File: src/rtl/m_fetch_unit_if.sv
// Fetch unit bus: imem request/response, branch redirect, decode valid/ready handshake.
// FETCH_PERF_EN adds the fetch/flush performance counter outputs.
interface m_fetch_unit_if #(
    parameter int XLEN = 32
);
    logic            w_imem_req;
    logic [XLEN-1:0] w_imem_addr;
    logic [XLEN-1:0] w_imem_rdata;
    logic            w_redirect;
    logic [XLEN-1:0] w_redirect_pc;
    logic            w_inst_valid;
    logic [XLEN-1:0] w_inst;
    logic [XLEN-1:0] w_inst_pc;
    logic            w_inst_ready;
`ifdef FETCH_PERF_EN
    logic [31:0]     w_fetch_cnt;
    logic [31:0]     w_flush_cnt;

    modport master (
        output w_imem_req, w_imem_addr, w_inst_valid, w_inst, w_inst_pc,
               w_fetch_cnt, w_flush_cnt,
        input  w_imem_rdata, w_redirect, w_redirect_pc, w_inst_ready
    );
    modport slave (
        input  w_imem_req, w_imem_addr, w_inst_valid, w_inst, w_inst_pc,
               w_fetch_cnt, w_flush_cnt,
        output w_imem_rdata, w_redirect, w_redirect_pc, w_inst_ready
    );
`else
    modport master (
        output w_imem_req, w_imem_addr, w_inst_valid, w_inst, w_inst_pc,
        input  w_imem_rdata, w_redirect, w_redirect_pc, w_inst_ready
    );
    modport slave (
        input  w_imem_req, w_imem_addr, w_inst_valid, w_inst, w_inst_pc,
        output w_imem_rdata, w_redirect, w_redirect_pc, w_inst_ready
    );
`endif
endinterface

File: src/rtl/m_fetch_unit.sv
// Instruction fetch front end: owns the PC, drives a 1-cycle imem, queues {inst, pc} for decode; FETCH_PERF_EN adds counters.
// Latency: request in N, data in N+1, valid to decode in N+2; sustains 1 instr/cycle while decode is ready.
// Backpressure: no request once queued entries plus the in-flight word fill FQ_DEPTH; head holds while valid && !ready.
module m_fetch_unit #(
    parameter int              XLEN     = 32,
    parameter logic [XLEN-1:0] RESET_PC = '0,
    parameter int              FQ_DEPTH = 4
) (
    input  logic           w_clk,
    input  logic           w_rst_n,
    m_fetch_unit_if.master fu
);
    localparam int PTR_W = $clog2(FQ_DEPTH);

    typedef logic [PTR_W:0] ptr_t;

    typedef struct packed {
        logic [XLEN-1:0] inst;
        logic [XLEN-1:0] pc;
    } entry_t;

    logic [XLEN-1:0] r_pc;
    logic [XLEN-1:0] r_inflight_pc;
    logic            r_inflight;
    ptr_t            r_wr_ptr;
    ptr_t            r_rd_ptr;
    entry_t          r_mem [FQ_DEPTH];

    ptr_t             count;
    logic [PTR_W+1:0] occupancy;
    logic             redirect;
    logic             req;
    logic             push;
    logic             pop;
    logic             valid;
    entry_t           head;
    logic             unused_pc_lsbs;

    assign redirect       = fu.w_redirect;
    assign unused_pc_lsbs = &{1'b0, fu.w_redirect_pc[1:0]};

    // Extra pointer MSB lets the difference reach FQ_DEPTH when full.
    assign count     = r_wr_ptr - r_rd_ptr;
    assign occupancy = {1'b0, count} + {{(PTR_W + 1){1'b0}}, r_inflight};

    // A slot popped this cycle is not credited, so every returning word is guaranteed a free slot.
    assign req   = w_rst_n && !redirect && (occupancy < (PTR_W + 2)'(FQ_DEPTH));
    assign push  = r_inflight && !redirect;
    assign valid = (count != '0);
    assign pop   = valid && fu.w_inst_ready;
    assign head  = r_mem[r_rd_ptr[PTR_W-1:0]];

    assign fu.w_imem_req   = req;
    assign fu.w_imem_addr  = r_pc;
    assign fu.w_inst_valid = valid;
    assign fu.w_inst       = valid ? head.inst : '0;
    assign fu.w_inst_pc    = valid ? head.pc   : '0;

    always_ff @(posedge w_clk or negedge w_rst_n) begin
        if (!w_rst_n) begin
            r_pc          <= RESET_PC;
            r_inflight    <= 1'b0;
            r_inflight_pc <= '0;
            r_wr_ptr      <= '0;
            r_rd_ptr      <= '0;
        end else begin
            r_inflight <= req;
            if (req) begin
                r_inflight_pc <= r_pc;
            end
            if (redirect) begin
                r_pc     <= {fu.w_redirect_pc[XLEN-1:2], 2'b00};
                r_wr_ptr <= '0;
                r_rd_ptr <= '0;
            end else begin
                if (req) begin
                    r_pc <= r_pc + XLEN'(4);
                end
                if (push) begin
                    r_wr_ptr <= r_wr_ptr + ptr_t'(1);
                end
                if (pop) begin
                    r_rd_ptr <= r_rd_ptr + ptr_t'(1);
                end
            end
        end
    end

    // Storage needs no reset: outputs are masked by valid and only pushed slots are read.
    always_ff @(posedge w_clk) begin
        if (push) begin
            r_mem[r_wr_ptr[PTR_W-1:0]] <= '{inst: fu.w_imem_rdata, pc: r_inflight_pc};
        end
    end

`ifdef FETCH_PERF_EN
    logic [31:0] r_fetch_cnt;
    logic [31:0] r_flush_cnt;
    logic [31:0] flush_amt;

    // Everything requested but not consumed is lost: queued entries not popped now, plus the in-flight word.
    assign flush_amt = 32'(count) + 32'(r_inflight) - 32'(pop);

    always_ff @(posedge w_clk or negedge w_rst_n) begin
        if (!w_rst_n) begin
            r_fetch_cnt <= '0;
            r_flush_cnt <= '0;
        end else begin
            if (push) begin
                r_fetch_cnt <= r_fetch_cnt + 32'd1;
            end
            if (redirect) begin
                r_flush_cnt <= r_flush_cnt + flush_amt;
            end
        end
    end

    assign fu.w_fetch_cnt = r_fetch_cnt;
    assign fu.w_flush_cnt = r_flush_cnt;
`endif

    assert property (@(posedge w_clk) disable iff (!w_rst_n)
        occupancy <= (PTR_W + 2)'(FQ_DEPTH));

endmodule
File: src/flat_wrapper.sv
// flat-port wrapper written by rule: the top's interface ports become plain ports
module m_fetch_unit_flat 
#(
    parameter int              XLEN     = 32,
    parameter logic [XLEN-1:0] RESET_PC = '0,
    parameter int              FQ_DEPTH = 4
)
  (w_clk, w_rst_n, fu_w_imem_req, fu_w_imem_addr, fu_w_inst_valid, fu_w_inst, fu_w_inst_pc, fu_w_imem_rdata, fu_w_redirect, fu_w_redirect_pc, fu_w_inst_ready);
  m_fetch_unit_if #(.XLEN(XLEN)) fu_i ();
  input  logic w_clk;
  input  logic w_rst_n;
  output wire logic [$bits(fu_i.w_imem_req)-1:0] fu_w_imem_req;
  output wire logic [$bits(fu_i.w_imem_addr)-1:0] fu_w_imem_addr;
  output wire logic [$bits(fu_i.w_inst_valid)-1:0] fu_w_inst_valid;
  output wire logic [$bits(fu_i.w_inst)-1:0] fu_w_inst;
  output wire logic [$bits(fu_i.w_inst_pc)-1:0] fu_w_inst_pc;
  input wire logic [$bits(fu_i.w_imem_rdata)-1:0] fu_w_imem_rdata;
  input wire logic [$bits(fu_i.w_redirect)-1:0] fu_w_redirect;
  input wire logic [$bits(fu_i.w_redirect_pc)-1:0] fu_w_redirect_pc;
  input wire logic [$bits(fu_i.w_inst_ready)-1:0] fu_w_inst_ready;
  assign fu_w_imem_req = fu_i.w_imem_req;
  assign fu_w_imem_addr = fu_i.w_imem_addr;
  assign fu_w_inst_valid = fu_i.w_inst_valid;
  assign fu_w_inst = fu_i.w_inst;
  assign fu_w_inst_pc = fu_i.w_inst_pc;
  assign fu_i.w_imem_rdata = fu_w_imem_rdata;
  assign fu_i.w_redirect = fu_w_redirect;
  assign fu_i.w_redirect_pc = fu_w_redirect_pc;
  assign fu_i.w_inst_ready = fu_w_inst_ready;
  m_fetch_unit #(.XLEN(XLEN), .RESET_PC(RESET_PC), .FQ_DEPTH(FQ_DEPTH)) u_core (.w_clk(w_clk), .w_rst_n(w_rst_n), .fu(fu_i));
endmodule
File: config.mk
export PLATFORM = sky130hd
export DESIGN_NAME = m_fetch_unit_flat
export DESIGN_NICKNAME = d
export VERILOG_FILES = /design/src/rtl/m_fetch_unit_if.sv /design/src/rtl/m_fetch_unit.sv /design/src/flat_wrapper.sv
export SDC_FILE = /design/constraint.sdc
export NUM_CORES = 1
export LEC_CHECK = 0
export BUFFER_PORTS_ARGS = -buffer_cell sky130_fd_sc_hd__buf_2
export CAP_MARGIN = 5
export CORE_MARGIN = 4
export CORE_UTILIZATION = 30
export DETAILED_ROUTE_END_ITERATION = 6
export REMOVE_ABC_BUFFERS = 1
export SLEW_MARGIN = 20
export SYNTH_ARGS = -nofsm -noshare
export SYNTH_HDL_FRONTEND = slang
export SYNTH_SLANG_ARGS = --single-unit
File: constraint.sdc
create_clock -name w_clk -period 4.3 [get_ports w_clk]
set_input_delay 0.43 -clock w_clk [delete_from_list [all_inputs] [get_ports w_clk]]
set_output_delay 0.43 -clock w_clk [all_outputs]
set_load 0.02 [all_outputs]
==> qor.txt, run 1 <==
WORST HOLD PATH
--------------------------------------------------------------------------------------------------
Hold WC Path Type                                                                           in2reg

CLOCKING
--------------------------------------------------------------------------------------------------
Worst-Skew Late Latency                                                                     530 ps
TritonCTS Buffers                                                                               37
# H-tree levels                                                                                  2
TritonCTS Sinks                                                                                315
Buffer depth of the longest clock path                                                           3
Clock tree from TritonCTS                                                                      yes
Clock transition time at the flip-flop clock pins of the worst setup and hold paths          60 ps
Root Buffer                                                                           sky130_fd_sc_hd__clkbuf_16

PLACED DESIGN
--------------------------------------------------------------------------------------------------
Weighted congestion at the end of routability-driven global placement                        0.732
Placement Setup Slack                                                                      1060 ps
Number of placed instances with taps included                                                 1381
Port Buffers                                                                                   159
Total half-perimeter wirelength after legalization and detailed placement                 18400 µm

FINISH
--------------------------------------------------------------------------------------------------
Layout fillers                                                                                3967
Count of non-filler cells in the finished layout                                              1450
Layout cells sized above 1                                                                   0.380
Number of nets at the end of the flow                                                          958
Combined flip-flop and latch cell area                                                    9130 µm²
Area of the multi-input gates                                                             3440 µm²
Layout overhead on the synthesized area                                                      21.4%
Number of diodes added for antenna fixing                                                        0

TIMING
--------------------------------------------------------------------------------------------------
Final count of negative-setup-slack endpoints                                                    0
Hold Vio Cnt, Final                                                                              0
Setup repair after global routing missed its margin                                             no
Share of the clock period used by the worst path after layout                                0.876
Setup Skew                                                                                 14.9 ps
Final number of max-transition violations                                                        0
Slew HR                                                                                      0.287
Achievable frequency                                                                       265 MHz
Transition at the pin with the smallest max-transition slack                               1070 ps
Min Tclk post-route                                                                        3770 ps
Post-route worst setup slack                                                                533 ps
Total negative setup slack                                                                    0 ps

SETUP PATH
--------------------------------------------------------------------------------------------------
Critical path launch point type                                                           register
Delay of the slowest cell on the worst path                                                 450 ps
Cells along the critical path                                                         inv_1 > ha_1 > fa_1 > xnor3_2 > nand3_2 > buf_12 > and2_1 > buf_2
Maximum net fanout on the critical path                                                         29
Kind of critical path                                                                      reg2out
Highest-delay cell along the critical path                                            sky130_fd_sc_hd__xnor3_2
Category of the worst setup path capture point                                         output port
CP required                                                                                3870 ps
Arrival time of data at the critical path endpoint                                         3340 ps
Cell family contributing the most delay on the critical path                          buffers and inverters
Combined buffer and inverter count along the critical path                                       3

FLOORPLANNING
--------------------------------------------------------------------------------------------------
Core area                                                                                41900 µm²
Die W                                                                                       214 µm
Area of the die                                                                          45800 µm²
Io pins                                                                                        166
Placement row count                                                                             75
Initial core utilization                                                                     0.304
Die Height                                                                                  214 µm

LOGIC SYNTHESIS
--------------------------------------------------------------------------------------------------
Synth Cell Area                                                                          12700 µm²
Number of enable flip-flop cells after synthesis                                               248
Post-synthesis area per instance                                                          18.1 µm²
Proportion of register bits with asynchronous set or reset after synthesis                   0.213
Synth Area in XOR/XNOR                                                                      0.0250
Synth Register Bits                                                                            315
Post-synthesis mux area share                                                                0.138
Prevailing post-synth register cell                                                   sky130_fd_sc_hd__edfxtp_1
Post-synthesis sequential area ratio                                                         0.716
Number of distinct library cells after synthesis                                                41
Combinational family with the most area after synthesis                               multiplexers
Adder and majority cell fraction of the synthesized area                                   0.00845
Number of standard cells after synthesis                                                       703
Post-synthesis share of cell area spent on and, or, nand and nor gates                      0.0822
Area fraction in compound gates after synthesis                                             0.0135
Warning count from the yosys run                                                                 0

ROUTING
--------------------------------------------------------------------------------------------------
Number of detailed-routing iterations run before antenna repair                                  4
Routed wire length per instance                                                            20.0 µm
Final routed wirelength across all metal layers                                           29000 µm
Total number of vias                                                                          6795
DRC violation count after routing                                                                0
Number of vias per cell after detailed routing                                                4.69
DRT iter0 DRCs                                                                                 455
ANT nets after route                                                                             0

JOB
--------------------------------------------------------------------------------------------------
# Max-Cap Violations                                                                             0

PWR
--------------------------------------------------------------------------------------------------
Final total power                                                                          9.70 mW
IR Drop Worst-Case VDD                                                                    0.262 mV
Power per unit of standard cell area                                                    627 nW/µm²
Leakage Power                                                                              5.56 nW

GRT
--------------------------------------------------------------------------------------------------
All-Layer GR Usage                                                                           0.126
First-pass GRT wire length                                                                44700 µm
Total congestion overflow after global routing                                                   0
Number of antenna violations at the first check in global routing                                0
Pin count of the biggest net entering global routing                                            68
Via count of the first global-routing pass                                                    7247

RUN STATUS
--------------------------------------------------------------------------------------------------
Run status                                                                            finished clean

-- state kept, by name (all words and copies together), names as in the netlist --
register	cells
u_core.r_wr_ptr	3
u_core.r_inflight_pc	30
u_core.r_inflight	1
u_core.fu.w_imem_addr	30
u_core.r_rd_ptr	3
u_core.r_mem	248
-- cells in the final DEF, fill, tap and decap left out, types with 2 or more instances in the layout --
master / Yosys / routed
sky130_fd_sc_hd__mux2_2: 30 / 30
sky130_fd_sc_hd__edfxtp_1: 248 / 248
sky130_fd_sc_hd__and2_1: 71 / 67
sky130_fd_sc_hd__xor2_1: 14 / 14
sky130_fd_sc_hd__dfrtp_4: 0 / 2
sky130_fd_sc_hd__nor2_1: 7 / 7
sky130_fd_sc_hd__clkbuf_8: 0 / 4
sky130_fd_sc_hd__and3_1: 5 / 5
sky130_fd_sc_hd__mux2i_1: 2 / 2
sky130_fd_sc_hd__nor3_1: 3 / 2
sky130_fd_sc_hd__inv_1: 5 / 5
sky130_fd_sc_hd__clkbuf_1: 21 / 8
sky130_fd_sc_hd__bufinv_16: 0 / 3
sky130_fd_sc_hd__nand3_1: 13 / 12
sky130_fd_sc_hd__nor4_4: 3 / 4
sky130_fd_sc_hd__and2_4: 0 / 4
sky130_fd_sc_hd__nor4_2: 4 / 3
sky130_fd_sc_hd__clkinv_1: 0 / 3
sky130_fd_sc_hd__buf_4: 4 / 18
sky130_fd_sc_hd__ha_1: 7 / 7
sky130_fd_sc_hd__clkinv_2: 0 / 5
sky130_fd_sc_hd__inv_6: 0 / 5
sky130_fd_sc_hd__nor2b_1: 3 / 3
sky130_fd_sc_hd__o21ai_0: 23 / 23
sky130_fd_sc_hd__conb_1: 1 / 4
sky130_fd_sc_hd__and4_1: 5 / 5
sky130_fd_sc_hd__mux4_2: 62 / 62
sky130_fd_sc_hd__nor3_2: 2 / 3
sky130_fd_sc_hd__xnor2_1: 17 / 17
sky130_fd_sc_hd__o21ai_1: 7 / 7
sky130_fd_sc_hd__buf_2: 7 / 158
sky130_fd_sc_hd__clkbuf_16: 0 / 39
sky130_fd_sc_hd__nand4_1: 14 / 14
sky130_fd_sc_hd__nand2_1: 37 / 37
sky130_fd_sc_hd__dfrtp_1: 67 / 65
-- tightest hold or removal path, delay by kind of cell --
family                 cells  cell delay (ps)
and+or+nand+nor            1               40
buffers and inverters      1               70
AOI/OAI and AO/OA          1               60
-- cells in the mapped netlist, types with 5 or more instances --
master | instances | area (µm²)
sky130_fd_sc_hd__o21ai_0 | 23 | 115
sky130_fd_sc_hd__nand4_1 | 14 | 87.6
sky130_fd_sc_hd__and2_1 | 71 | 444
sky130_fd_sc_hd__inv_1 | 5 | 18.8
sky130_fd_sc_hd__nor2_1 | 7 | 26.3
sky130_fd_sc_hd__buf_1 | 7 | 26.3
sky130_fd_sc_hd__ha_1 | 7 | 87.6
sky130_fd_sc_hd__buf_2 | 7 | 35.0
sky130_fd_sc_hd__nand3_1 | 13 | 65.1
sky130_fd_sc_hd__edfxtp_1 | 248 | 7450
sky130_fd_sc_hd__mux4_2 | 62 | 1400
sky130_fd_sc_hd__dfrtp_1 | 67 | 1680
sky130_fd_sc_hd__xor2_1 | 14 | 123
sky130_fd_sc_hd__clkbuf_1 | 21 | 78.8
sky130_fd_sc_hd__nand2_1 | 37 | 139
sky130_fd_sc_hd__and3_1 | 5 | 31.3
sky130_fd_sc_hd__o21ai_1 | 7 | 35.0
sky130_fd_sc_hd__mux2_2 | 30 | 338
sky130_fd_sc_hd__xnor2_1 | 17 | 149
sky130_fd_sc_hd__and4_1 | 5 | 43.8
-- final timing paths --
| path | start | end | slack, ps | cells after the start |
|---|---|---|---|---|
| max | u_core.r_wr_ptr[0] | fu_w_inst_pc[13] | 530 | 8 |
| min | fu_w_redirect_pc[15] | u_core.fu.w_imem_addr[15] | 100 | 3 |
| max reg2reg | u_core.r_wr_ptr[0] | u_core.fu.w_imem_addr[28] | 1080 | 8 |
| min reg2reg | u_core.r_inflight_pc[27] | u_core.r_mem[1][27] | 520 | 0 |
| max in group asynchronous | w_rst_n | u_core.r_rd_ptr[0] | 2870 | 3 |
| min in group asynchronous | w_rst_n | u_core.r_inflight | 280 | 2 |
-- logic make-up after synthesis --
group,Yosys count
flip-flops,315
other,1
multiplexers,94
XOR/XNOR,33
buffers and inverters,46
adder cells (fa/ha/maj),8
AO/OA/AOI/OAI,33
AND/OR/NAND/NOR,173
-- metrics by stage --
stage | cell area (µm²) | hold WS (ps) | utilization
after floorplan | 12600 | 134 | -
after global placement | 14200 | 288 | 0.339
after detailed placement | 14200 | 286 | 0.339
after CTS | 15500 | 65.3 | 0.369
after global routing | 15500 | 77.5 | 0.369
final | 15500 | 105 | 0.369
-- routing by layer --
metal	GRT usage	wire length, µm	up-vias	part of all wire
met5	0	0	-	0
met4	0.0396	587	0	0.020
met3	0.0293	1620	38	0.056
met2	0.207	14000	176	0.48
met1	0.167	12800	3503	0.44
li1	-	-	3078	-
-- area by class of cell --
class,instances,area share
Sequential cell,315,0.591
Clock inverter,17,0.0116
Inverter,5,0.00121
Tap cell,539,0.0436
Clock buffer,51,0.0686
Timing Repair Buffer,178,0.0618
Multi-Input combinational cell,345,0.223
-- report_power, final --
group	internal [mW]	total, mW	switching [mW]
Clock	1.92	3.13	1.21
Combinational	1.05	2.59	1.53
Sequential	3.74	3.99	0.253
Total	6.71	9.70	2.99
-- repair_timing --
| item | CTS | global route |
|---|---|---|
| hold buffers | 1 | 0 |
| setup buffers | 0 | 0 |
| setup endpoints to repair | 0 | 0 |
| resized for setup | 0 | 0 |
| endpoints found under the hold margin | 6 | 0 |
No activity file was read; power rests on OpenSTA's default activity.
==> inputs of run 2 (changes only) <==
CORE_MARGIN = 1   (was 4)
==> qor.txt, run 2 (synthesis gave the netlist of run 1 again) <==
RUN STATUS
--------------------------------------------------------------------------------------------------
Run status                                                                            finished clean   unchanged

FINISH
--------------------------------------------------------------------------------------------------
Most frequent standard cell in the layout excluding fill and tap cells                sky130_fd_sc_hd__edfxtp_1   unchanged
Number of nets at the end of the flow                                                          956   was 958
Number of diodes added for antenna fixing                                                        0   unchanged
Summed area of non-filler cells in the final layout                                      15400 µm²   was 15500 µm²
Layout cells sized above 1                                                                   0.373   was 0.380
Top library cells by usage in the layout, fill and taps aside                         248 x sky130_fd_sc_hd__edfxtp_1, 158 x sky130_fd_sc_hd__buf_2, 67 x sky130_fd_sc_hd__and2_1   unchanged
Flip-flop count of the largest register, all copies and words added                            248   unchanged
Final core area utilization                                                                  0.367   was 0.369
Count of non-filler cells in the finished layout                                              1445   was 1450
Layout fillers                                                                                3926   was 3967
Layout overhead on the synthesized area                                                      20.7%   was 21.4%

JOB
--------------------------------------------------------------------------------------------------
# Max-Cap Violations                                                                             0   unchanged

TIMING
--------------------------------------------------------------------------------------------------
Total negative setup slack                                                                    0 ps   unchanged
Final number of max-transition violations                                                        0   unchanged
Transition at the pin with the smallest max-transition slack                               1060 ps   was 1070 ps
Smallest hold slack                                                                        99.5 ps   was 105 ps
Min Tclk post-route                                                                        3840 ps   was 3770 ps
Setup repair after global routing missed its margin                                             no   unchanged
Final count of negative-setup-slack endpoints                                                    0   unchanged
Share of the clock period used by the worst path after layout                                0.894   was 0.876
Slew HR                                                                                      0.294   was 0.287
Setup Skew                                                                                 20.7 ps   was 14.9 ps
Post-route worst setup slack                                                                457 ps   was 533 ps
Hold Vio Cnt, Final                                                                              0   unchanged
Achievable frequency                                                                       260 MHz   was 265 MHz

PLACED DESIGN
--------------------------------------------------------------------------------------------------
Total half-perimeter wirelength after legalization and detailed placement                 17500 µm   was 18400 µm
Weighted congestion at the end of routability-driven global placement                        0.715   was 0.732
Post-place instance area                                                                 14200 µm²   about the same
Number of placed instances with taps included                                                 1380   was 1381
Port Buffers                                                                                   159   unchanged
Placement Setup Slack                                                                       905 ps   was 1060 ps

FLOORPLANNING
--------------------------------------------------------------------------------------------------
Placement row count                                                                             75   unchanged
Area of the die                                                                          43300 µm²   was 45800 µm²
Die W                                                                                       208 µm   was 214 µm
Core area                                                                                41900 µm²   unchanged
Io pins                                                                                        166   unchanged
Initial core utilization                                                                     0.304   unchanged
Die Height                                                                                  208 µm   was 214 µm

CLOCKING
--------------------------------------------------------------------------------------------------
Worst-Skew Late Latency                                                                     530 ps   about the same
Buffer depth of the longest clock path                                                           3   unchanged
Clock tree from TritonCTS                                                                      yes   unchanged
Clock transition time at the flip-flop clock pins of the worst setup and hold paths          50 ps   was 60 ps
Root Buffer                                                                           sky130_fd_sc_hd__clkbuf_16   unchanged
TritonCTS Sinks                                                                                315   unchanged
Number of gates resized after CTS                                                                0   unchanged
Post-CTS setup buffer count                                                                      0   unchanged
TritonCTS Buffers                                                                               36   was 37
# H-tree levels                                                                                  2   unchanged

SETUP PATH
--------------------------------------------------------------------------------------------------
Kind of critical path                                                                      reg2out   unchanged
Category of the worst setup path capture point                                         output port   unchanged
Critical path launch point type                                                           register   unchanged
CP required                                                                                3870 ps   about the same
Worst setup startpoint                                                                u_core.r_wr_ptr[0]   unchanged
Maximum net fanout on the critical path                                                         38   was 29
Arrival time of data at the critical path endpoint                                         3410 ps   was 3340 ps
Startpoint of the most critical register-to-register path                             u_core.r_wr_ptr[0]   unchanged

PWR
--------------------------------------------------------------------------------------------------
IR Drop Worst-Case VDD                                                                    0.229 mV   was 0.262 mV
Power per unit of standard cell area                                                    621 nW/µm²   was 627 nW/µm²
Final total power                                                                          9.55 mW   was 9.70 mW
Leakage Power                                                                              5.50 nW   was 5.56 nW

WORST HOLD PATH
--------------------------------------------------------------------------------------------------
Start point of the worst hold path                                                    fu_w_redirect_pc[6]   was fu_w_redirect_pc[15]
Hold WC Path Type                                                                           in2reg   unchanged

ROUTING
--------------------------------------------------------------------------------------------------
Total number of vias                                                                          6681   was 6795
DRT iter0 DRCs                                                                                 292   was 455
Number of detailed-routing iterations run before antenna repair                                  5   was 4
Final routed wirelength across all metal layers                                           28800 µm   was 29000 µm
DRC violation count after routing                                                                0   unchanged
Routed wire length per instance                                                            19.9 µm   was 20.0 µm
ANT nets after route                                                                             0   unchanged
Number of vias per cell after detailed routing                                                4.62   was 4.69

GRT
--------------------------------------------------------------------------------------------------
All-Layer GR Usage                                                                           0.136   was 0.126
Pin count of the biggest net entering global routing                                            65   was 68
Total congestion overflow after global routing                                                   0   unchanged
Number of antenna violations at the first check in global routing                                0   unchanged
First-pass GRT wire length                                                                44000 µm   was 44700 µm
Via count of the first global-routing pass                                                    7140   was 7247

run 2: cell types whose count changed in the layout (fill, tap and decap cells not counted):
cell,change
sky130_fd_sc_hd__clkbuf_16,-1
sky130_fd_sc_hd__clkinv_1,-1
sky130_fd_sc_hd__clkbuf_1,+4
sky130_fd_sc_hd__inv_6,-3
sky130_fd_sc_hd__clkinvlp_4,+3
sky130_fd_sc_hd__clkinv_2,-2
sky130_fd_sc_hd__buf_4,-1
sky130_fd_sc_hd__clkbuf_8,-4
run 2: final timing paths:
path	end	slack, ps	depth (start not counted)
max in group asynchronous	u_core.r_rd_ptr[0]	2890	3
min	u_core.fu.w_imem_addr[6]	100	3
min in group asynchronous	u_core.r_wr_ptr[2]	260	2
min reg2reg	u_core.r_mem[2][5]	510	0
max reg2reg	u_core.fu.w_imem_addr[22]	1140	8
max	fu_w_inst_pc[25]	460	8
run 2: layout make-up:
cell class	instances	area (µm²)	area share
flip-flops and latches	315	9130	0.594
multi-input cells	345	3440	0.224
clock buffers	50	996	0.0648
repair buffers	177	948	0.0617
well taps	539	674	0.0439
clock inverters	14	161	0.0105
inverters	5	18.8	0.00122
run 2: power breakdown:
part           switching (mW)  leakage, nW  internal, mW  total, mW
clock                    1.19        0.553          1.81       3.00
combinational            1.51         1.87          1.04       2.56
sequential              0.257         3.07          3.74       3.99
total                    2.96         5.50          6.59       9.55
run 2: per-layer routing:
metal,vias up,global-route usage,wire [µm]
met2,156,0.222,13800
met1,3419,0.179,13100
met5,-,0,0
met4,0,0.0378,527
li1,3066,-,-
met3,40,0.0358,1330
run 2: critical path, stage by stage, from the launching register on:
cell and delay [ps]:
sky130_fd_sc_hd__dfrtp_1 410, sky130_fd_sc_hd__inv_1 110, sky130_fd_sc_hd__ha_1 200, sky130_fd_sc_hd__fa_1 390
sky130_fd_sc_hd__xnor3_2 440, sky130_fd_sc_hd__nand3_2 570, sky130_fd_sc_hd__buf_12 430, sky130_fd_sc_hd__and2_1 160
sky130_fd_sc_hd__buf_2 150
run 2: what timing repair did:
action,in CTS,in global routing
hold buffers,1,0
endpoints found under the setup margin,0,0
endpoints found under the hold margin,4,0
